<file path="src/rtl/sd_init_seq.sv">
// SD card power-up sequencer: drives the command engine through CMD0/8/55/41/2/3/7/16.
// Optional SD_INIT_WIDEBUS_EN adds CMD55+ACMD6 after CMD7 to switch the card to a 4-bit bus.
//
// state    | meaning
// ---------+-----------------------------------------------------------
// S_IDLE   | after reset, waiting for init_start
// S_CMD0   | GO_IDLE_STATE with 80 precount clocks, no response expected
// S_CMD8   | SEND_IF_COND, timeout marks a v1 card
// S_CMD55  | APP_CMD prefix for ACMD41
// S_ACMD41 | SD_SEND_OP_COND, polled until the card is ready
// S_CMD2   | ALL_SEND_CID
// S_CMD3   | SEND_RELATIVE_ADDR, latches rca
// S_CMD7   | SELECT_CARD
// S_CMD55W | APP_CMD prefix for ACMD6
// S_ACMD6  | SET_BUS_WIDTH to 4 bits
// S_CMD16  | SET_BLOCKLEN 512, byte-addressed cards only
// S_DONE   | card in transfer state, fast clock
// S_FAIL   | aborted, err_code valid
module sd_init_seq #(
  parameter logic [15:0] SLOW_DIV     = 16'd99,
  parameter logic [15:0] FAST_DIV     = 16'd1,
  parameter int          CMD_RETRIES  = 3,
  parameter logic [15:0] ACMD41_TRIES = 16'd1000
) (
  input  logic        clk,
  input  logic        rstn,
  input  logic        init_start,
  output logic        init_busy,
  output logic        init_done,
  output logic        init_err,
  output logic [3:0]  err_code,
  output logic [1:0]  card_type,
  output logic [15:0] rca,
  output logic [15:0] clkdiv,
  output logic        cmd_start,
  output logic [15:0] cmd_precnt,
  output logic [5:0]  cmd_idx,
  output logic [31:0] cmd_arg,
  input  logic        cmd_busy,
  input  logic        cmd_done,
  input  logic        cmd_timeout,
  input  logic        cmd_syntaxe,
  input  logic [31:0] cmd_resp
);

  typedef enum logic [3:0] {
    S_IDLE, S_CMD0, S_CMD8, S_CMD55, S_ACMD41, S_CMD2, S_CMD3,
    S_CMD7, S_CMD55W, S_ACMD6, S_CMD16, S_DONE, S_FAIL
  } state_t;

  state_t      state;
  logic        wait_rsp;
  logic        v1;
  logic [1:0]  retry_cnt;
  logic [15:0] acmd_cnt;

  logic [5:0]  c_idx;
  logic [31:0] c_arg;
  logic [15:0] c_pre;
  logic [3:0]  c_err;
  state_t      after_bus;
  state_t      after_cmd7;
  state_t      nxt;
  logic        cmd_bad;
  logic        abort_now;
  logic        retry_now;
  logic        abort;

  always_comb begin
    c_idx = 6'd0;
    c_arg = 32'h0;
    c_pre = 16'd0;
    c_err = 4'd0;
    case (state)
      S_CMD0:   begin c_idx = 6'd0;  c_pre = 16'd80; c_err = 4'd1; end
      S_CMD8:   begin c_idx = 6'd8;  c_arg = 32'h0000_01AA; c_err = 4'd2; end
      S_CMD55:  begin c_idx = 6'd55; c_err = 4'd3; end
      S_ACMD41: begin
        c_idx = 6'd41;
        c_arg = v1 ? 32'h0010_0000 : 32'h4010_0000;
        c_err = 4'd3;
      end
      S_CMD2:   begin c_idx = 6'd2;  c_err = 4'd4; end
      S_CMD3:   begin c_idx = 6'd3;  c_err = 4'd5; end
      S_CMD7:   begin c_idx = 6'd7;  c_arg = {rca, 16'h0}; c_err = 4'd6; end
      S_CMD55W: begin c_idx = 6'd55; c_arg = {rca, 16'h0}; c_err = 4'd8; end
      S_ACMD6:  begin c_idx = 6'd6;  c_arg = 32'h0000_0002; c_err = 4'd8; end
      S_CMD16:  begin c_idx = 6'd16; c_arg = 32'd512; c_err = 4'd7; end
      default: ;
    endcase
  end

  // block-addressed (SDHC/XC) cards have a fixed 512-byte block, so CMD16 is skipped
  always_comb begin
    after_bus = (card_type == 2'd3) ? S_DONE : S_CMD16;
`ifdef SD_INIT_WIDEBUS_EN
    after_cmd7 = S_CMD55W;
`else
    after_cmd7 = after_bus;
`endif
  end

  always_comb begin
    nxt       = state;
    cmd_bad   = 1'b0;
    abort_now = 1'b0;
    case (state)
      S_CMD0:   if (cmd_syntaxe && !cmd_timeout) cmd_bad = 1'b1; else nxt = S_CMD8;
      S_CMD8: begin
        if (cmd_timeout)                   nxt = S_CMD55;
        else if (cmd_syntaxe)              cmd_bad = 1'b1;
        else if (cmd_resp[11:0] == 12'h1AA) nxt = S_CMD55;
        else                               abort_now = 1'b1;
      end
      S_CMD55:  if (cmd_timeout || cmd_syntaxe) cmd_bad = 1'b1; else nxt = S_ACMD41;
      S_ACMD41: begin
        if (cmd_timeout || cmd_syntaxe) cmd_bad = 1'b1;
        else if (cmd_resp[31])          nxt = S_CMD2;
        else if (acmd_cnt <= 16'd1)     abort_now = 1'b1;
        else                            nxt = S_CMD55;
      end
      S_CMD2:   if (cmd_timeout) cmd_bad = 1'b1; else nxt = S_CMD3;
      S_CMD3:   if (cmd_timeout || cmd_syntaxe || cmd_resp[31:16] == 16'h0) cmd_bad = 1'b1;
                else nxt = S_CMD7;
      S_CMD7:   if (cmd_timeout || cmd_syntaxe) cmd_bad = 1'b1; else nxt = after_cmd7;
      S_CMD55W: if (cmd_timeout || cmd_syntaxe) cmd_bad = 1'b1; else nxt = S_ACMD6;
      S_ACMD6:  if (cmd_timeout || cmd_syntaxe) cmd_bad = 1'b1; else nxt = after_bus;
      S_CMD16:  if (cmd_timeout || cmd_syntaxe) cmd_bad = 1'b1; else nxt = S_DONE;
      default: ;
    endcase
    retry_now = cmd_bad && (retry_cnt != 2'd0);
    abort     = abort_now || (cmd_bad && (retry_cnt == 2'd0));
  end

  always_ff @(posedge clk or negedge rstn) begin
    if (!rstn) begin
      state      <= S_IDLE;
      wait_rsp   <= 1'b0;
      v1         <= 1'b0;
      retry_cnt  <= 2'd0;
      acmd_cnt   <= 16'd0;
      init_busy  <= 1'b0;
      init_done  <= 1'b0;
      init_err   <= 1'b0;
      err_code   <= 4'd0;
      card_type  <= 2'd0;
      rca        <= 16'h0;
      clkdiv     <= SLOW_DIV;
      cmd_start  <= 1'b0;
      cmd_precnt <= 16'd0;
      cmd_idx    <= 6'd0;
      cmd_arg    <= 32'h0;
    end else begin
      cmd_start <= 1'b0;
      case (state)
        S_IDLE, S_DONE, S_FAIL: begin
          if (init_start && !cmd_done) begin
            state     <= S_CMD0;
            wait_rsp  <= 1'b0;
            retry_cnt <= 2'(CMD_RETRIES);
            v1        <= 1'b0;
            init_busy <= 1'b1;
            init_done <= 1'b0;
            init_err  <= 1'b0;
            err_code  <= 4'd0;
            card_type <= 2'd0;
            rca       <= 16'h0;
            clkdiv    <= SLOW_DIV;
          end
        end
        default: begin
          if (!wait_rsp) begin
            if (!cmd_busy) begin
              cmd_start  <= 1'b1;
              cmd_idx    <= c_idx;
              cmd_arg    <= c_arg;
              cmd_precnt <= c_pre;
              wait_rsp   <= 1'b1;
            end
          end else if (cmd_done) begin
            wait_rsp <= 1'b0;
            if (abort) begin
              state     <= S_FAIL;
              init_err  <= 1'b1;
              err_code  <= c_err;
              init_busy <= 1'b0;
              clkdiv    <= SLOW_DIV;
            end else if (retry_now) begin
              retry_cnt <= retry_cnt - 2'd1;
            end else begin
              state     <= nxt;
              retry_cnt <= 2'(CMD_RETRIES);
              case (state)
                S_CMD8: begin
                  v1       <= cmd_timeout;
                  acmd_cnt <= ACMD41_TRIES;
                end
                S_ACMD41: begin
                  if (cmd_resp[31])
                    card_type <= v1 ? 2'd1 : (cmd_resp[30] ? 2'd3 : 2'd2);
                  else
                    acmd_cnt <= acmd_cnt - 16'd1;
                end
                S_CMD3: rca <= cmd_resp[31:16];
                default: ;
              endcase
              if (nxt == S_DONE) begin
                init_done <= 1'b1;
                init_busy <= 1'b0;
                clkdiv    <= FAST_DIV;
              end
            end
          end
        end
      endcase
    end
  end

endmodule

</file>
<file path="config.mk">
export PLATFORM = sky130hd
export DESIGN_NAME = sd_init_seq
export DESIGN_NICKNAME = d
export VERILOG_FILES = /design/src/rtl/sd_init_seq.sv
export SDC_FILE = /design/constraint.sdc
export NUM_CORES = 1
export LEC_CHECK = 0
export BUFFER_PORTS_ARGS = -buffer_cell sky130_fd_sc_hd__buf_2
export CAP_MARGIN = 20
export CORE_MARGIN = 2
export CORE_UTILIZATION = 40
export CTS_BUF_LIST = sky130_fd_sc_hd__clkbuf_16
export DETAILED_ROUTE_END_ITERATION = 10
export PLACE_DENSITY = 0.63
export SETUP_SLACK_MARGIN = 0.02
export SLEW_MARGIN = 0
export SYNTH_ARGS = -nofsm -noshare
export SYNTH_HDL_FRONTEND = slang
export SYNTH_SLANG_ARGS = --single-unit
</file>
<file path="constraint.sdc">
create_clock -name clk -period 3 [get_ports clk]
set_input_delay 0.45 -clock clk [delete_from_list [all_inputs] [get_ports clk]]
set_output_delay 0.45 -clock clk [all_outputs]
set_load 0.02 [all_outputs]
</file>
; Word level (Yosys, flattened, before mapping)
; Index checks and enable logic that the tools add are counted.
; Widths: inputs -> output; s select.
[op_classes]
addsub = 2
magnitude_cmp = 1
eq_ne = 20
muxes = 107
bitwise = 5
n_reduce_logical = 40
[ops]
columns = operator, count
row1 = $mux 16, 15
row2 = $pmux 32 s5, 1
row3 = $mux 4, 24
row4 = $pmux 6 s8, 1
row5 = $mux 1, 44
row6 = $pmux 4 s9, 1
row7 = $pmux 16 s2, 1
row8 = $pmux 4 s8, 1
row9 = $mux 31, 1
row10 = $mux 2, 15
row11 = $eq 4x4->1 const B, 6
row12 = $reduce_bool 2->1, 10
row13 = $reduce_and 6->1, 3
row14 = $eq 4x3->1 const B, 4
row15 = $le 16x1->1 const B, 1
row16 = $logic_not 16->1, 1
row17 = $sub 16x1->16 const B, 1
row18 = $reduce_and 7->1, 2
row19 = $eq 12x9->1 const B, 1
row20 = $reduce_and 4->1, 3
row21 = $reduce_or 2->1, 5
row22 = $eq 4x2->1 const B, 2
row23 = $mux 7, 1
row24 = $reduce_or 6->1, 1
row25 = other kinds (18), 30
[totals]
reg_bits = 120
input_bits = 39
output_inout_bits = 96
elab_cells = 191

; Depth between registers and ports, before layout
[logic_depth]
depth_word = 12
mapped_depth = 9
depth_no_buf = 7

; Worst setup path after synthesis
; No wires, ideal clock.
[synth_timing]
path_kind = input -> register
from = input port cmd_timeout
to = register rca[10]
setup_ns = 0.121
arrival_time_ns = 2.197
required_ns = 2.879
path_slack_ns = 0.682
path_stages = 9
n_path_buf = 3
path_cell_list = buf_2 > or2_1 > buf_4 > a41oi_1 > o32a_2 > o21bai_4 > a211o_4 > buf_6 > a22o_1
[synth_via]
elab_chain_len = 8
elab_cells_between_ends = 19
classes_between = 2 x eq/ne / 9 x mux / 8 x reduce/logical
[synth_lines]
columns = item, line
row1 = "start, declared", 41  ; input logic cmd_timeout,
row2 = $logic_or 1x1->1 or $logic_not 1->1 (tied branches), n/a
row3 = $logic_or 1x1->1 or $logic_and 1x1->1 (tied branches), "123, 108"
row4 = $mux 1 (on tied branches), "123, 108"
row5 = $pmux 1 s5, 107  ; case (state)
row6 = $logic_and 1x1->1, 132  ; abort = abort_now || (cmd_bad && (retry_cnt == 2'd0));
row7 = $logic_or 1x1->1, 132
row8 = $ne 2x1->1 (no line), n/a
row9 = $reduce_and 6->1 (no line) *, n/a
row10 = "end signal, assigned", 204  ; S_CMD3: rca <= cmd_resp[31:16];
row11 = "end, declared", 33  ; output logic [15:0] rca,
; Mark *: on every way between the ends. The rest lies on a longest branch, timed or not.
; A chain may end at the register's enable or synchronous reset.

; Final worst setup path
[layout_timing]
from = register state[1]
to = register rca[5]
[layout_via]
elab_chain_len = 7
elab_cells_between_ends = 28
classes_between = 15 x eq/ne / 3 x mux / 10 x reduce/logical
[layout_lines]
columns = item, line
row1 = "start, declared", 51  ; state_t state;
row2 = "start signal, assigned", 191  ; state <= nxt;
row3 = $eq 4x4->1 (tied with other cells), 107
row4 = $reduce_or 6->1 (no line), n/a
row5 = $pmux 1 s5, 107
row6 = $logic_and 1x1->1, 132
row7 = $logic_or 1x1->1, 132
row8 = $ne 2x1->1 (no line), n/a
row9 = $reduce_and 6->1 (no line), n/a
; Parallel ways exist; a longest one is shown, timed or not.

==> results.md <==
- Commonest non-fill, non-tap cell in the layout: buf_2
- Die area: 12000 sq um
- Synthesized instance count: 479
- Post-synth EDFFs: 0
- Worst hold-check path type: in -> async
- Worst setup EP type: register
- Worst EP required: 3.23 ns
- Clock sinks: 77
- Starting Density: 41.1%
- Core Box Area: 10800 sq um
- Pwr dens: 924 nW/um^2
- Dpl hpwl: 8.27 mm
- Most frequent cells in the layout: buf_2, dfrtp_1, nand2_1, conb_1, nor2_1
- Hold buffer count at cts: 0
- Number of cell rows: 38
- Drt first-iter violations: 327
- Relative slew slack: 50.9%
- Post-Synthesis Cell Area: 4460 sq um
- VDD IR max: 0.481 mV
- Die Wd: 110 um
- Total CTS buffers: 9
- Placer Congestion: 0.958
- Clock Tree Buf Depth: 2
- DRT Pass-1 Iters: 4
- Worst path arrival time: 3.00 ns
- Routed via count: 3898
- Vias in the first global route: 3599
- Clk slew on worst S/H paths: 0.06 ns
- # setup viols final: 0
- Setup ws final: 0.231 ns
- Startpoint types: register
- Die height: 110 um
- Largest net degree at the start of global routing: 78
- Drt total wl: 11.6 mm
- Clock Skew: 0.00731 ns
- Remaining DRCs: 0
- Max Freq: 361 MHz
- # diodes: 0
- CTS Root Cell: clkbuf_16
- TritonCTS clock tree: yes
- Leak pwr: 2.65 nW
- Routed length per instance: 16.1 um
- Area of the multi-input gates: 2140 sq um
- First-pass GRT wire length: 18.7 mm
- Post-layout net count: 615
- Hold_ws: -0.00360 ns
- Final min period: 2.77 ns
- DR vias/cell: 5.43
- Synth cell types: 75
- Crit Path Max Fanout: 20
- Share of layout cells above drive strength 1: 27.3%
- Ys flop type: dfrtp_1
- Asr flop ratio synth: 100%
- Final setup TNS: 0 ns
- Synth Register Bits: 77
- Worst-Margin Slew: 0.737 ns
- # IOs: 135
- Status: finished, violations left
- Clk_lat worst skew: 0.34 ns
- H-tree levels: 3
- Post-CTS Setup Inserts: 0
- ANT nets after route: 0
- Post-synthesis sequential area ratio: 43.3%
- Max Transition Viols Final: 0
- Max_cap viols: 0
- Initial antenna violation count: 0
- Post_cts resized: 0
- GR Overflow Total: 0
- YS warnings: 0
- RSZ-0062 raised after global routing: no
- Filler instances: 1061
- Failing checks: hold timing
- P&R area growth vs syn: 18.4%
- Crit Path Class: reg -> reg
- Total Routing Usage GR: 20.1%
- Avg Inst Size Synth: 9.30 sq um
- Fin. Hold Viols: 14
- Tcrit/Tclk final: 92.3%
- DP Worst Slack: 0.280 ns
- IO Port Bufs: 93
- Storage cell area: 1930 sq um
[worst max-delay path, stage by stage, from the launching register on]
cell and delay [ns]:
dfrtp_1 0.77, nor3_1 0.16, a221o_1 0.36, o32a_2 0.49
o21bai_4 0.40, nor3_4 0.07, buf_4 0.21, a22o_1 0.19
[sequential cells by signal (all words and copies together) (netlist names)]
signal,count
wait_rsp,1
v1,1
state,4
cmd_arg,19
cmd_idx,6
card_type,2
cmd_precnt,1
err_code,4
acmd_cnt,16
init_busy,1
rca,16
init_err,1
clkdiv,1
init_done,1
cmd_start,1
retry_cnt,2
[stage by stage]
step           utilization [%]  power, mW  cell area, sq um  cells
6_report                  48.7       4.88              5280    718
2_1_floorplan                -       3.20              4590    514
4_1_cts                   48.4       4.89              5250    717
3_5_place_dp              45.7       3.81              4960    701
3_3_place_gp              45.6       3.77              4950    700
5_1_grt                   48.7       5.22              5280    718
[routing by layer]
layer  wire length, um  part of all wire [%]  GRT usage [%]  vias to the layer above
li1                  -                     -              -                     1839
met2              5100                    44           30.7                      152
met5                 0                     0              0                        -
met3               843                   7.3           4.62                       16
met4               199                   1.7           6.24                        0
met1              5410                    47           28.2                     1891
[kinds of logic (layout without fill, tap and decap cells)]
kind of cell             count (synthesis)  count (layout)  synth area share [%]
flip-flops                              77              77                  43.3
buffers and inverters                   86             150                  11.7
adder cells (fa/ha/maj)                  3               3                 0.842
other                                    2              37                 0.169
XOR/XNOR                                 2               2                 0.393
AO/OA/AOI/OAI                          127             127                  22.5
multiplexers                             5               5                  1.29
AND/OR/NAND/NOR                        177             177                  19.9
[report_power, final]
group | internal [mW] | total [mW] | switching, mW | leakage, nW
Clock | 0.581 | 1.07 | 0.489 | 0.137
Combinational | 0.846 | 2.23 | 1.38 | 1.49
Sequential | 1.29 | 1.58 | 0.287 | 1.02
Total | 2.72 | 4.88 | 2.16 | 2.65
[cells in the mapped netlist, types with 8 or more instances]
cell type	count	area [sq um]
clkbuf_1	13	48.8
o31ai_1	20	150
nand3_1	22	110
buf_2	8	40.0
nand2_1	65	244
buf_4	46	345
dfrtp_1	76	1900
a22o_1	19	166
nor2_1	31	116
a21oi_1	16	80.1
o21ai_0	17	85.1
inv_1	14	52.6
nor3_1	16	80.1
[layout make-up]
| class | instances | share of cell area [%] |
|---|---|---|
| clock inverter | 7 | 1.21 |
| tap | 140 | 3.32 |
| sequential | 77 | 36.6 |
| inverter | 15 | 1.07 |
| timing repair buffer | 119 | 13.0 |
| multi-input combinational | 351 | 40.6 |
| clock buffer | 9 | 4.27 |
[final timing paths]
path                              start           to  slack, ns  cells past startpoint
min                                rstn  err_code[2]     -0.004                      1
min reg2reg                 cmd_arg[16]  cmd_arg[16]       0.46                      2
max                            state[1]       rca[5]       0.23                      7
max in group asynchronous          rstn       rca[1]       2.43                      2
max reg2reg                    state[1]       rca[5]       0.23                      7
min in group clk           cmd_resp[25]       rca[9]       0.34                      2
No activity file was read; power rests on OpenSTA's default activity.
